`config.mk`:
```
export PLATFORM = sky130hd
export DESIGN_NAME = cfu_arbiter
export DESIGN_NICKNAME = d
export VERILOG_FILES = /design/src/rtl/cfu_arbiter.sv
export SDC_FILE = /design/constraint.sdc
export NUM_CORES = 1
export LEC_CHECK = 0
export CAP_MARGIN = 0
export CORE_ASPECT_RATIO = 1.75
export CORE_MARGIN = 2
export CORE_UTILIZATION = 25
export CTS_CLUSTER_SIZE = 30
export DETAILED_ROUTE_END_ITERATION = 7
export PLACE_DENSITY_LB_ADDON = 0.25
export RECOVER_POWER = 50
export SYNTH_ARGS = -nofsm -noshare
export SYNTH_HDL_FRONTEND = slang
export SYNTH_SLANG_ARGS = --single-unit
```
`constraint.sdc`:
```
create_clock -name clk_i -period 2 [get_ports clk_i]
set_clock_uncertainty 0.15 [all_clocks]
set_input_delay 0.4 -clock clk_i [delete_from_list [all_inputs] [get_ports clk_i]]
set_output_delay 0.4 -clock clk_i [all_outputs]
set_load 0.01 [all_outputs]
```
`src/rtl/cfu_arbiter.sv`:
```
// Round-robin arbiter sharing one CFU (en/stall/rslt protocol) between two requesters.
// Latches the winner's operands, holds cfu_en_o until the CFU stops stalling, aborts hung ops.
module cfu_arbiter #(
  parameter  int unsigned TIMEOUT = 1024,
  parameter  int unsigned CNT_W   = 16,
  localparam int unsigned F3_W    = 3,
  localparam int unsigned F7_W    = 7,
  localparam int unsigned XLEN    = 32
) (
  input  logic            clk_i,
  input  logic            rst_i,

  input  logic            req0_valid_i,
  output logic            req0_ready_o,
  input  logic [F3_W-1:0] req0_funct3_i,
  input  logic [F7_W-1:0] req0_funct7_i,
  input  logic [XLEN-1:0] req0_src1_i,
  input  logic [XLEN-1:0] req0_src2_i,

  input  logic            req1_valid_i,
  output logic            req1_ready_o,
  input  logic [F3_W-1:0] req1_funct3_i,
  input  logic [F7_W-1:0] req1_funct7_i,
  input  logic [XLEN-1:0] req1_src1_i,
  input  logic [XLEN-1:0] req1_src2_i,

  output logic            rsp0_valid_o,
  output logic [XLEN-1:0] rsp0_rslt_o,
  output logic            rsp0_err_o,

  output logic            rsp1_valid_o,
  output logic [XLEN-1:0] rsp1_rslt_o,
  output logic            rsp1_err_o,

  output logic            cfu_en_o,
  output logic [F3_W-1:0] cfu_funct3_o,
  output logic [F7_W-1:0] cfu_funct7_o,
  output logic [XLEN-1:0] cfu_src1_o,
  output logic [XLEN-1:0] cfu_src2_o,
  input  logic            cfu_stall_i,
  input  logic [XLEN-1:0] cfu_rslt_i,

  output logic            busy_o
);

  localparam bit               WDOG_EN   = (TIMEOUT != 0);
  localparam logic [CNT_W-1:0] WDOG_LAST = (TIMEOUT == 0) ? '0 : CNT_W'(TIMEOUT - 1);

  typedef enum logic [1:0] {
    IDLE  = 2'd0,
    ISSUE = 2'd1,
    RESP  = 2'd2
  } state_e;

  typedef struct packed {
    logic [F7_W-1:0] funct7;
    logic [F3_W-1:0] funct3;
    logic [XLEN-1:0] src1;
    logic [XLEN-1:0] src2;
  } cfu_op_t;

  state_e           state_q;
  state_e           state_d;
  cfu_op_t          op_q;
  cfu_op_t          req0_op;
  cfu_op_t          req1_op;
  cfu_op_t          sel_op;
  logic             grant_q;
  logic             last_grant_q;
  logic             pick;
  logic             accept;
  logic             issue_done;
  logic             issue_abort;
  logic             finish;
  logic [CNT_W-1:0] wdog_q;

  logic             en_q;
  logic             busy_q;
  logic [1:0]       rsp_valid_q;
  logic [1:0]       rsp_err_q;
  logic [XLEN-1:0]  rsp0_rslt_q;
  logic [XLEN-1:0]  rsp1_rslt_q;

  assign req0_op = '{funct7: req0_funct7_i, funct3: req0_funct3_i,
                     src1: req0_src1_i, src2: req0_src2_i};
  assign req1_op = '{funct7: req1_funct7_i, funct3: req1_funct3_i,
                     src1: req1_src1_i, src2: req1_src2_i};

  // Round-robin pick: on contention the port that did not win last time goes next.
  always_comb begin
    pick = 1'b0;
    if (req0_valid_i && req1_valid_i) begin
      pick = ~last_grant_q;
    end else begin
      pick = req1_valid_i;
    end
  end

  // Ready is gated by reset so no handshake completes on a cycle whose edge resets the block.
  assign accept       = (state_q == IDLE) && !rst_i && (req0_valid_i || req1_valid_i);
  assign req0_ready_o = accept && !pick;
  assign req1_ready_o = accept && pick;
  assign sel_op       = pick ? req1_op : req0_op;

  always_ff @(posedge clk_i) begin
    if (rst_i) begin
      state_q <= IDLE;
    end else begin
      state_q <= state_d;
    end
  end

  always_comb begin
    state_d     = state_q;
    issue_done  = 1'b0;
    issue_abort = 1'b0;
    unique case (state_q)
      IDLE: begin
        if (accept) begin
          state_d = ISSUE;
        end
      end
      ISSUE: begin
        if (!cfu_stall_i) begin
          issue_done = 1'b1;
          state_d    = RESP;
        end else if (WDOG_EN && (wdog_q == WDOG_LAST)) begin
          issue_abort = 1'b1;
          state_d     = RESP;
        end
      end
      RESP: begin
        state_d = IDLE;
      end
      default: begin
        state_d = IDLE;
      end
    endcase
  end

  assign finish = issue_done || issue_abort;

  // Operand latch, grant bookkeeping and stall watchdog.
  always_ff @(posedge clk_i) begin
    if (rst_i) begin
      op_q         <= '0;
      grant_q      <= 1'b0;
      last_grant_q <= 1'b1;
      wdog_q       <= '0;
    end else begin
      if (accept) begin
        op_q         <= sel_op;
        grant_q      <= pick;
        last_grant_q <= pick;
      end
      if ((state_q == ISSUE) && cfu_stall_i) begin
        wdog_q <= wdog_q + CNT_W'(1);
      end else if (state_q != ISSUE) begin
        wdog_q <= '0;
      end
    end
  end

  // Registered outputs; the response lands only on the granted port and is zero elsewhere.
  always_ff @(posedge clk_i) begin
    if (rst_i) begin
      en_q        <= 1'b0;
      busy_q      <= 1'b0;
      rsp_valid_q <= '0;
      rsp_err_q   <= '0;
      rsp0_rslt_q <= '0;
      rsp1_rslt_q <= '0;
    end else begin
      en_q           <= (state_d == ISSUE);
      busy_q         <= (state_d != IDLE);
      rsp_valid_q[0] <= finish && !grant_q;
      rsp_valid_q[1] <= finish && grant_q;
      rsp_err_q[0]   <= issue_abort && !grant_q;
      rsp_err_q[1]   <= issue_abort && grant_q;
      rsp0_rslt_q    <= (issue_done && !grant_q) ? cfu_rslt_i : '0;
      rsp1_rslt_q    <= (issue_done && grant_q) ? cfu_rslt_i : '0;
    end
  end

  assign cfu_en_o     = en_q;
  assign cfu_funct3_o = op_q.funct3;
  assign cfu_funct7_o = op_q.funct7;
  assign cfu_src1_o   = op_q.src1;
  assign cfu_src2_o   = op_q.src2;

  assign rsp0_valid_o = rsp_valid_q[0];
  assign rsp0_rslt_o  = rsp0_rslt_q;
  assign rsp0_err_o   = rsp_err_q[0];
  assign rsp1_valid_o = rsp_valid_q[1];
  assign rsp1_rslt_o  = rsp1_rslt_q;
  assign rsp1_err_o   = rsp_err_q[1];

  assign busy_o = busy_q;

endmodule

```
-- Word level (Yosys, flattened, before mapping)
Index checks and enable logic that the tools add are counted.
- logic and storage cells: 57
- bits in registers: 164
- input port bits: 185
- output and inout bits: 146
- eq/ne operators: 4
- muxes and demuxes: 13
- add/subtract/negate cells: 1
- reductions and logical operators: 22
- bitwise gates (word level): 3
- operators by type and width (cell ; count):
    $mux W74 ; 1
    $mux W16 ; 2
    $add A16 B1 Y16 const B ; 1
    $eq A16 B10 Y1 const B ; 1
    $logic_and A1 B1 Y1 ; 12
    $mux W1 ; 6
    $mux W2 ; 3
    $eq A2 B1 Y1 const B ; 2
    $pmux W2 S2 ; 1
    $reduce_bool A2 Y1 ; 2
    $reduce_or A2 Y1 ; 2
    $logic_not A1 Y1 ; 3
    $not A1 Y1 ; 3
    $logic_not A2 Y1 ; 1
    $logic_or A1 B1 Y1 ; 2
    $ne A2 B1 Y1 const B ; 1

-- Depth between registers and ports, before layout
Gate-level depths: netlist (run 1).
- depth after elaboration: 6
- mapped depth: 6
- gate-level depth less buffers: 5

-- Least setup slack after synthesis (run 1)
Ideal clock, no wire load.
- path type: register to register
- from: register wdog_q[0]
- to: register en_q (netlist: cfu_en_o)
- buffers on the path: 0
- required time: 1.735 ns
- setup time: 0.115 ns
- clock period less this slack: 1.804 ns
- data arrival time: 1.540 ns
- cell stages (with the launch flop): 6
- setup slack: 0.196 ns
- cell sequence: dfxtp_1 > ha_1 > or4b_1 > nor4_2 > nor2b_1 > o21a_1
- cells in the longest elaborated chain, start to end: 5
- ends and longest elaborated chain (element ; RTL line ; source):
    from (decl) ; 75 ; logic [CNT_W-1:0] wdog_q;
    from (signal assigned) ; 157 ; wdog_q <= wdog_q + CNT_W'(1);
    $eq A16 B10 Y1 ; 127 ; end else if (WDOG_EN && (wdog_q == WDOG_LAST)) begin
    $mux W2 ; 127 ;
    $mux W2 ; 124 ; if (!cfu_stall_i) begin
    $pmux W2 S2 ; 117 ; unique case (state_q)
    $eq A2 B1 Y1 ; 174 ; en_q <= (state_d == ISSUE);
    to (signal assigned) ; 174 ;
    to (decl) ; 77 ; logic en_q;
No other way between the ends.
A chain may end at the register's enable or synchronous reset.

-- Worst setup path in the final report (run 1)
- from: register state_q[1]
- to: output port req0_ready_o
- cells in the longest elaborated chain, start to end: 4
- ends and longest elaborated chain (element ; RTL line ; source):
    from (decl) ; 62 ; state_e state_q;
    from (signal assigned) ; 109 ; state_q <= state_d;
    $logic_not A2 Y1 ; 100 ; assign accept = (state_q == IDLE) && !rst_i && (req0_valid_i || req1_valid_i);
    $logic_and A1 B1 Y1 (2 in series) ; 100 ;
    $logic_and A1 B1 Y1 ; 101 ; assign req0_ready_o = accept && !pick;
    to (decl) ; 14 ; output logic req0_ready_o,
No other way between the ends.

==> results of run 1 <==
-- state kept, by name, indices dropped and copies added, names as in the netlist, 2 cells and up --
register and flops:
cfu_funct3_o 3, cfu_funct7_o 7, cfu_src1_o 32, cfu_src2_o 32, rsp0_rslt_o 32, rsp1_rslt_o 32
rsp_err_q 2, rsp_valid_q 2, state_q 2, wdog_q 16
-- synth_stat cells (all sizes together) --
library cell / n / area (um2)
dfxtp: 164 / 3280
nor2: 94 / 353
mux2i: 75 / 751
a211oi: 74 / 556
and2: 65 / 407
buf: 24 / 150
clkbuf: 18 / 67.6
xnor2: 9 / 78.8
nor3: 7 / 35.0
inv: 6 / 22.5
nand3: 6 / 30.0
nand4: 6 / 37.5
nor4: 6 / 73.8
nand2: 5 / 18.8
a21oi: 3 / 15.0
a31o: 3 / 26.3
xor2: 3 / 26.3
o21a: 2 / 15.0
or3: 2 / 12.5
a211o: 1 / 8.76
a21boi: 1 / 11.3
and3: 1 / 6.26
ha: 1 / 12.5
nor2b: 1 / 6.26
o21ai: 1 / 5.00
o31a: 1 / 8.76
or4: 1 / 7.51
or4b: 1 / 10.0
-- tightest hold or removal path: stages, from the launching register on --
cell and delay (ns):
sky130_fd_sc_hd__dfxtp_1 0.31, sky130_fd_sc_hd__nor2_1 0.09, sky130_fd_sc_hd__a211oi_1 0.05
-- power by group --
group / internal, W / leakage, nW / switching, W / total, W
Sequential: 0.00343 / 1.34 / 0.0000760 / 0.00350
Combinational: 0.000822 / 2.32 / 0.000549 / 0.00137
Clock: 0.00186 / 0.291 / 0.00141 / 0.00327
Total: 0.00611 / 3.95 / 0.00204 / 0.00814
-- per-stage QoR --
stage / cells / hold slack (ns) / cell area [um2] / TNS [ns] / total power [W]
finish: 1241 / 0.346 / 10400 / -0.0719 / 0.00814
global route: 1241 / 0.329 / 10400 / -1.13 / 0.00852
CTS: 1241 / 0.302 / 10400 / -0.121 / 0.00830
detailed placement: 1207 / 0.341 / 9810 / -36.82 / 0.00496
global placement: 1207 / 0.335 / 9810 / -34.32 / 0.00495
floorplan: 581 / 0.307 / 6030 / 0 / 0.00412
-- how the worst max path moves through the flow --
stage	start	endpoint	cells after the start
after floorplan	wdog_q[0]$_SDFFE_PP0P_	cfu_en_o$_SDFF_PP0_	5
after global placement	req1_valid_i	req0_ready_o	5
after detailed placement	req1_valid_i	req0_ready_o	5
after CTS	state_q[1]$_SDFF_PP0_	req0_ready_o	3
after global routing	state_q[1]$_SDFF_PP0_	req0_ready_o	3
final	state_q[1]$_SDFF_PP0_	req0_ready_o	3
-- routing by layer --
layer,vias to the layer above,GRT usage,share of wire
met4,0,0.0753,0.031
li1,2699,-,-
met1,2405,0.148,0.37
met3,32,0.0636,0.096
met5,-,0,0
met2,239,0.268,0.50
-- layout by cell type (no fill, tap or decap), types with 2 or more instances in the layout --
master | Yosys | layout
sky130_fd_sc_hd__a31o_2 | 3 | 3
sky130_fd_sc_hd__buf_4 | 5 | 22
sky130_fd_sc_hd__nand3_1 | 6 | 6
sky130_fd_sc_hd__mux2i_1 | 75 | 75
sky130_fd_sc_hd__inv_1 | 6 | 6
sky130_fd_sc_hd__clkdlybuf4s50_1 | 0 | 303
sky130_fd_sc_hd__xnor2_1 | 9 | 9
sky130_fd_sc_hd__and2_1 | 65 | 62
sky130_fd_sc_hd__and2_0 | 0 | 2
sky130_fd_sc_hd__clkbuf_4 | 0 | 2
sky130_fd_sc_hd__dlygate4sd3_1 | 0 | 22
sky130_fd_sc_hd__xor2_1 | 3 | 3
sky130_fd_sc_hd__nor4_1 | 3 | 3
sky130_fd_sc_hd__a21oi_1 | 3 | 3
sky130_fd_sc_hd__o21a_1 | 2 | 2
sky130_fd_sc_hd__bufinv_16 | 0 | 2
sky130_fd_sc_hd__a211oi_1 | 74 | 74
sky130_fd_sc_hd__nand2_1 | 5 | 5
sky130_fd_sc_hd__clkinv_2 | 0 | 5
sky130_fd_sc_hd__inv_6 | 0 | 5
sky130_fd_sc_hd__dfxtp_1 | 164 | 163
sky130_fd_sc_hd__clkbuf_16 | 0 | 18
sky130_fd_sc_hd__nor4_4 | 2 | 3
sky130_fd_sc_hd__nor2_1 | 94 | 93
sky130_fd_sc_hd__nor3_1 | 7 | 6
sky130_fd_sc_hd__clkbuf_2 | 0 | 2
sky130_fd_sc_hd__or3_1 | 2 | 2
sky130_fd_sc_hd__buf_12 | 0 | 4
sky130_fd_sc_hd__nand4_1 | 6 | 6
sky130_fd_sc_hd__buf_2 | 15 | 2
-- layout make-up --
| type | count | area, um2 | area share |
|---|---|---|---|
| Timing Repair Buffer | 362 | 3600 | 0.346 |
| Sequential cell | 164 | 3290 | 0.315 |
| Multi-Input combinational cell | 369 | 2540 | 0.244 |
| Clock buffer | 18 | 429 | 0.0412 |
| Tap cell | 308 | 385 | 0.0370 |
| Clock inverter | 14 | 149 | 0.0143 |
| Inverter | 6 | 22.5 | 0.00216 |
-- repair_timing --
| item | 4_1_cts | 5_1_grt |
|---|---|---|
| pin swaps | 4 | 2 |
| cloned | 0 | 1 |
| setup endpoints to repair | 44 | 51 |
| gates resized for setup | 16 | 5 |
| buffers inserted | 2 | 0 |
| hold endpoints to repair | 0 | 0 |
-- kinds of logic after synthesis --
family,after synthesis,share of synthesized area
AO/OA/AOI/OAI,86,0.107
XOR/XNOR,12,0.0174
adder cells (fa/ha/maj),1,0.00207
buffers and inverters,48,0.0398
flip-flops,164,0.544
multiplexers,75,0.124
AND/OR/NAND/NOR,195,0.165
==> results list, run 1 <==
- The flow ran to the end, but the final reports show violations.
- The final reports fail on negative setup slack.
- The setup check on the worst reg-to-reg path leaves a slack of 0.10 ns.
* Number of max-slew violations in the final report: 0
* Final hold violation count: 0
- Highest attainable clock frequency: 0.484 GHz
* Relative max-transition margin: 0.538
- Library cells used by synthesis: 33
- Global-route wire length before repair: 29100 um
- Worst setup margin: -0.0648 ns
- 331 I/O pins were placed.
- The worst hold path begins at cfu_src1_o[1]$_SDFFE_PP0P_.
- Number of diodes added for antenna fixing: 0
* DRT Wirelength: approximately 19000 um
- For this run, the total global-route usage over all layers was measured as 0.151.
* Count of synthesis-stage warnings from yosys: 0
- In the finished design, the share of the clock period the worst path needs comes to 1.03.
* Clock Sinks: between 150 and 200
- H-Tree Depth: 4
- Drc violations: 0
- The worst hold path terminates at cfu_src1_o[1]$_SDFFE_PP0P_.
* FF-to-FF End: rsp_valid_q[0]$_SDFF_PP0_
- Longest Clk Path Bufs: 2
- Transition time at the pin with the least slew margin: 0.693 ns
* Type of element capturing the critical path: output pin
- Cell breakdown of the critical path: or4_4, nor2_2, buf_2
- Critical setup path kind: flop to output pin
* Routed len/inst: 15.6 um
- Entering global routing, the biggest net connects 83 pins.
* Leakage power total: between 3 and 4 nW
- The worst register-to-register path has a depth of 6.
- Die area: about 25000 um2
- The largest single stage delay on the critical path is 0.48 ns.
- Data required time at the worst endpoint: 1.45 ns
- Number of hold buffers added after cts: 0
* Critical Path Fanout Max: 3
- Sequential cell area fraction in the yosys report: 0.544
- TritonCTS built the clock tree.
- At the later pin of the worst-skew pair, clock insertion delay measures 0.44 ns.
- Source of the worst register-to-register timing path: wdog_q[0]$_SDFFE_PP0P_
* Layout cell share with drive strength beyond 1: 0.0847
* Path category of the worst min-delay check: flop to flop
* HPWL after detailed placement: roughly 14000 um
- Detail Route Antenna Nets: 0
- Initial DRT Pass Iterations: 4
* Clock transition at path regs: roughly 0.07 ns
- Root cell of the clock tree: sky130_fd_sc_hd__clkbuf_16
- Among all stages on the critical path, the largest delay is contributed by sky130_fd_sc_hd__or4_4.
- Syn_area_per_cell: 10.4 um2
- Total power divided by cell area: 782 nW/um2
- Vias per std cell: 4.33
- After global routing the overflow that remains totals 0.
- WP data arrival: 1.51 ns
- Antenna violations before repair: 0
- Final core utilization: 0.437
- Dominant delay contributor by cell family on the critical path: simple AND/OR/NAND/NOR gates
- When the netlist entered floorplanning its net count stood at 767.
- Relative to the synthesized area, the layout overhead comes to 72.7%.
* Number of max-cap violations: 0
- Input and output buffers added on the ports amount to 330.
- Measured along the y axis, the die boundary spans roughly 210 um.
- Setup violations remaining at the end of the flow were counted as 2.
- Maximum resistive drop on vdd: 0.654 mV
- Effective utilization at floorplan: 0.253
- Overall via count from detail_route: 5375
- The number of buffers and inverters on the critical path is 1.
* # rows: 75
- The worst path in the final design needs a cycle of 2.06 ns, including I/O delays and setup.
- STA classifies the critical path startpoint as a flop.
- Fill cell count: 2373
* DP Worst Slack: -0.766 ns
* Gp weighted congestion: 0.746
- In this run the horizontal extent of the chip is 121 um.
- Setup repair after global routing missed its margin: true
- Syn Inst Count: between 500 and 600
- Violation count after the first detailed-route iteration: 172
- The net count of the finished layout is 1106.
- Along the worst hold path, the cell count comes to 2.
- Buffers inserted during clock tree synthesis total 17.
- Post-synthesis cell area: 6030 um2
* Yosys reg bits: 164
- Via count of the first global-routing pass: 5477
- Area of the core region: 23800 um2
Power figures use the tool's default switching activity.
==> run 2: changes to the inputs <==
- CORE_ASPECT_RATIO: 1.75 -> default
- CORE_UTILIZATION: 25 -> 39
- PLACE_DENSITY: default -> 0.87
- PLACE_DENSITY_LB_ADDON: 0.25 -> default
==> run 2 against run 1 <==
- the flow still finishes with violations (negative setup slack)
- cell count is 10% lower
- total power is 0.21% lower
- non-clock buffer count is 6 lower
- count of clock-buffer cells in the layout stayed put
- clock power is 2% lower
- core utilization is 24 points higher
- global-route usage is 8.2 points higher
- fmax is 0.59% higher
- register-to-register slack better by 0.03 ns
- setup slack better by 0.012 ns
==> results list, run 2 (same netlist as run 1, synthesis figures left out) <==
- For this configuration, the core starts out at a cell density of 0.398.
- Fill cells in the final layout number between 1000 and 1500.
- Setup repair after global routing could not meet its margin everywhere.
- Number of max-cap violations: 0
- No sink is reached through more buffers than the 2 on the longest clock path.
- Count of buffers inserted at the top-level ports: 330
- Highest attainable clock frequency: 0.487 GHz
* Number of hold buffers added after cts: 0
* Final TNS setup: -0.0527 ns
- Critical Path Fanout Max: 2
* Antenna violations before repair: 1
- The total overflow left after global routing is 0.
- Maximum resistive drop on vdd: 0.580 mV
* Latest clock arrival within the worst-skew pair: 0.41 ns
- Worst setup margin: -0.0527 ns
- Relative max-transition margin: 0.455
* Vias per std cell: 4.90
- Detail Route Antenna Nets: 0
- H-Tree Depth: 4
- Gp weighted congestion: between 0.8 and 0.9
* Result of the run: finished, violations left
- Number of clock buffers inserted by TritonCTS: 17
- CTS saw 164 sinks.
- In this run the vertical extent of the chip is 128 um.
- The tightest min-delay check is of the input pin to flop type.
- Net count, final: 1100
- TritonCTS built the clock tree.
- Violated checks: negative setup slack
- The core region is 15100 um2.
- Startpoint type of the worst setup path: flop
- Global-route usage over all layers: 0.233
* Final hold violation count: 0
- Leakage power total: 3.85 nW
- DP Worst Slack: -0.691 ns
* Drc violations: 0
* Root cell of the clock tree: sky130_fd_sc_hd__clkbuf_16
* Layout cell share with drive strength beyond 1: 0.0831
- The final layout contains routed wiring with a total length of 19900 um.
- The detailed router placed around 5500 vias in this run.
- The worst setup path is captured at an output pin.
- Clock transition at path regs: 0.07 ns
- Die area: 16500 um2
- Number of max-slew violations in the final report: 0
* Violation count after the first detailed-route iteration: 200
- The number of global-route vias before repair came to 5460.
- At the worst endpoint, the required time is approximately 1.5 ns.
- The area growth from synthesis to layout is 70.3%.
- Top Ports: 331
* WP data arrival: 1.50 ns
- In this run the power density over the cells is 791 nW/um2.
* Critical setup path kind: flop to output pin
- Initial DRT Pass Iterations: 4
* Fin crit period: 2.05 ns
* Most common cell after layout, fill and taps aside: sky130_fd_sc_hd__clkdlybuf4s50_1
- Final setup fails: 1
- Crit share post-route: 1.03
* Most used cells in the layout excluding fill and tap cells: sky130_fd_sc_hd__clkdlybuf4s50_1 (325), sky130_fd_sc_hd__dfxtp_1 (161), sky130_fd_sc_hd__nor2_1 (92)
- Die boundary width: 128 um
- The first global-routing pass estimated 29300 um of wire.
* Transition time at the pin with the least slew margin: 0.818 ns
* Routed len/inst: 17.8 um
* Pin count of the biggest net entering global routing: slightly below 80
- HPWL after detailed placement: 14300 um
* # rows: 45
[run 2: cell types whose count changed in the layout (fill, tap and decap cells not counted), moves of 2 or more]
cell	change
sky130_fd_sc_hd__inv_6	-2
sky130_fd_sc_hd__dfxtp_1	-2
sky130_fd_sc_hd__dlygate4sd3_1	-22
sky130_fd_sc_hd__and2_0	-2
sky130_fd_sc_hd__clkinv_2	-5
sky130_fd_sc_hd__dfxtp_2	+3
sky130_fd_sc_hd__buf_12	-2
sky130_fd_sc_hd__buf_6	+4
sky130_fd_sc_hd__and2_1	+2
sky130_fd_sc_hd__buf_16	+2
sky130_fd_sc_hd__buf_4	-6
sky130_fd_sc_hd__clkinvlp_4	+3
sky130_fd_sc_hd__inv_8	+4
sky130_fd_sc_hd__clkdlybuf4s50_1	+22
[run 2: per-layer routing]
| layer | vias up | wire (um) | GRT usage |
|---|---|---|---|
| met2 | 185 | 10200 | 0.410 |
| met5 | - | 0 | 0 |
| met4 | 0 | 448 | 0.0834 |
| met1 | 2561 | 7940 | 0.261 |
| met3 | 31 | 1330 | 0.0798 |
| li1 | 2687 | - | - |
[run 2: worst paths after layout]
check / from / end / slack [ns] / cells after the start
hold / removal: rst_i / last_grant_q$_SDFFE_PP1P_ / 0.31 / 4
setup reg to reg: state_q[1]$_SDFF_PP0_ / cfu_src2_o[31]$_SDFFE_PP0P_ / 0.13 / 6
setup / recovery: state_q[0]$_SDFF_PP0_ / req0_ready_o / -0.05 / 3
hold reg to reg: cfu_src2_o[28]$_SDFFE_PP0P_ / cfu_src2_o[28]$_SDFFE_PP0P_ / 0.35 / 2
[run 2: where the power goes]
group | internal (W) | total [W] | switching, W
sequential | 0.00343 | 0.00351 | 0.0000810
clock | 0.00178 | 0.00322 | 0.00144
combinational | 0.000825 | 0.00139 | 0.000568
total | 0.00604 | 0.00813 | 0.00209
[run 2: area by class of cell]
| class | count | area (um2) | share of cell area |
|---|---|---|---|
| Antenna cell | 1 | 2.50 | 0.000243 |
| Timing Repair Buffer | 356 | 3580 | 0.349 |
| Sequential cell | 164 | 3290 | 0.320 |
| Multi-Input combinational cell | 369 | 2560 | 0.249 |
| Inverter | 6 | 22.5 | 0.00219 |
| Clock buffer | 18 | 429 | 0.0418 |
| Tap cell | 188 | 235 | 0.0229 |
| Clock inverter | 14 | 160 | 0.0156 |
[run 2: worst max-delay path, cell delays in order (launching register included)]
cell and delay, ns:
sky130_fd_sc_hd__dfxtp_2 0.33, sky130_fd_sc_hd__or4_4 0.53, sky130_fd_sc_hd__nor2_4 0.11, sky130_fd_sc_hd__buf_6 0.12
[run 2: metrics by stage]
stage	instance area [um2]	instances	hold slack [ns]	util	power (W)
2_1_floorplan	6030	581	0.307	-	0.00412
3_3_place_gp	9580	1081	0.335	0.633	0.00490
3_5_place_dp	9580	1081	0.341	0.633	0.00493
4_1_cts	10200	1114	0.281	0.676	0.00820
5_1_grt	10300	1116	0.313	0.679	0.00849
6_report	10300	1116	0.306	0.679	0.00813
[run 2: what timing repair did]
item                       CTS  global route
setup endpoints to repair   71            21
setup buffers                0             0
resized for setup           23             7
pin swaps                    4             1
gates cloned                 1             1
hold endpoints to repair     0             0
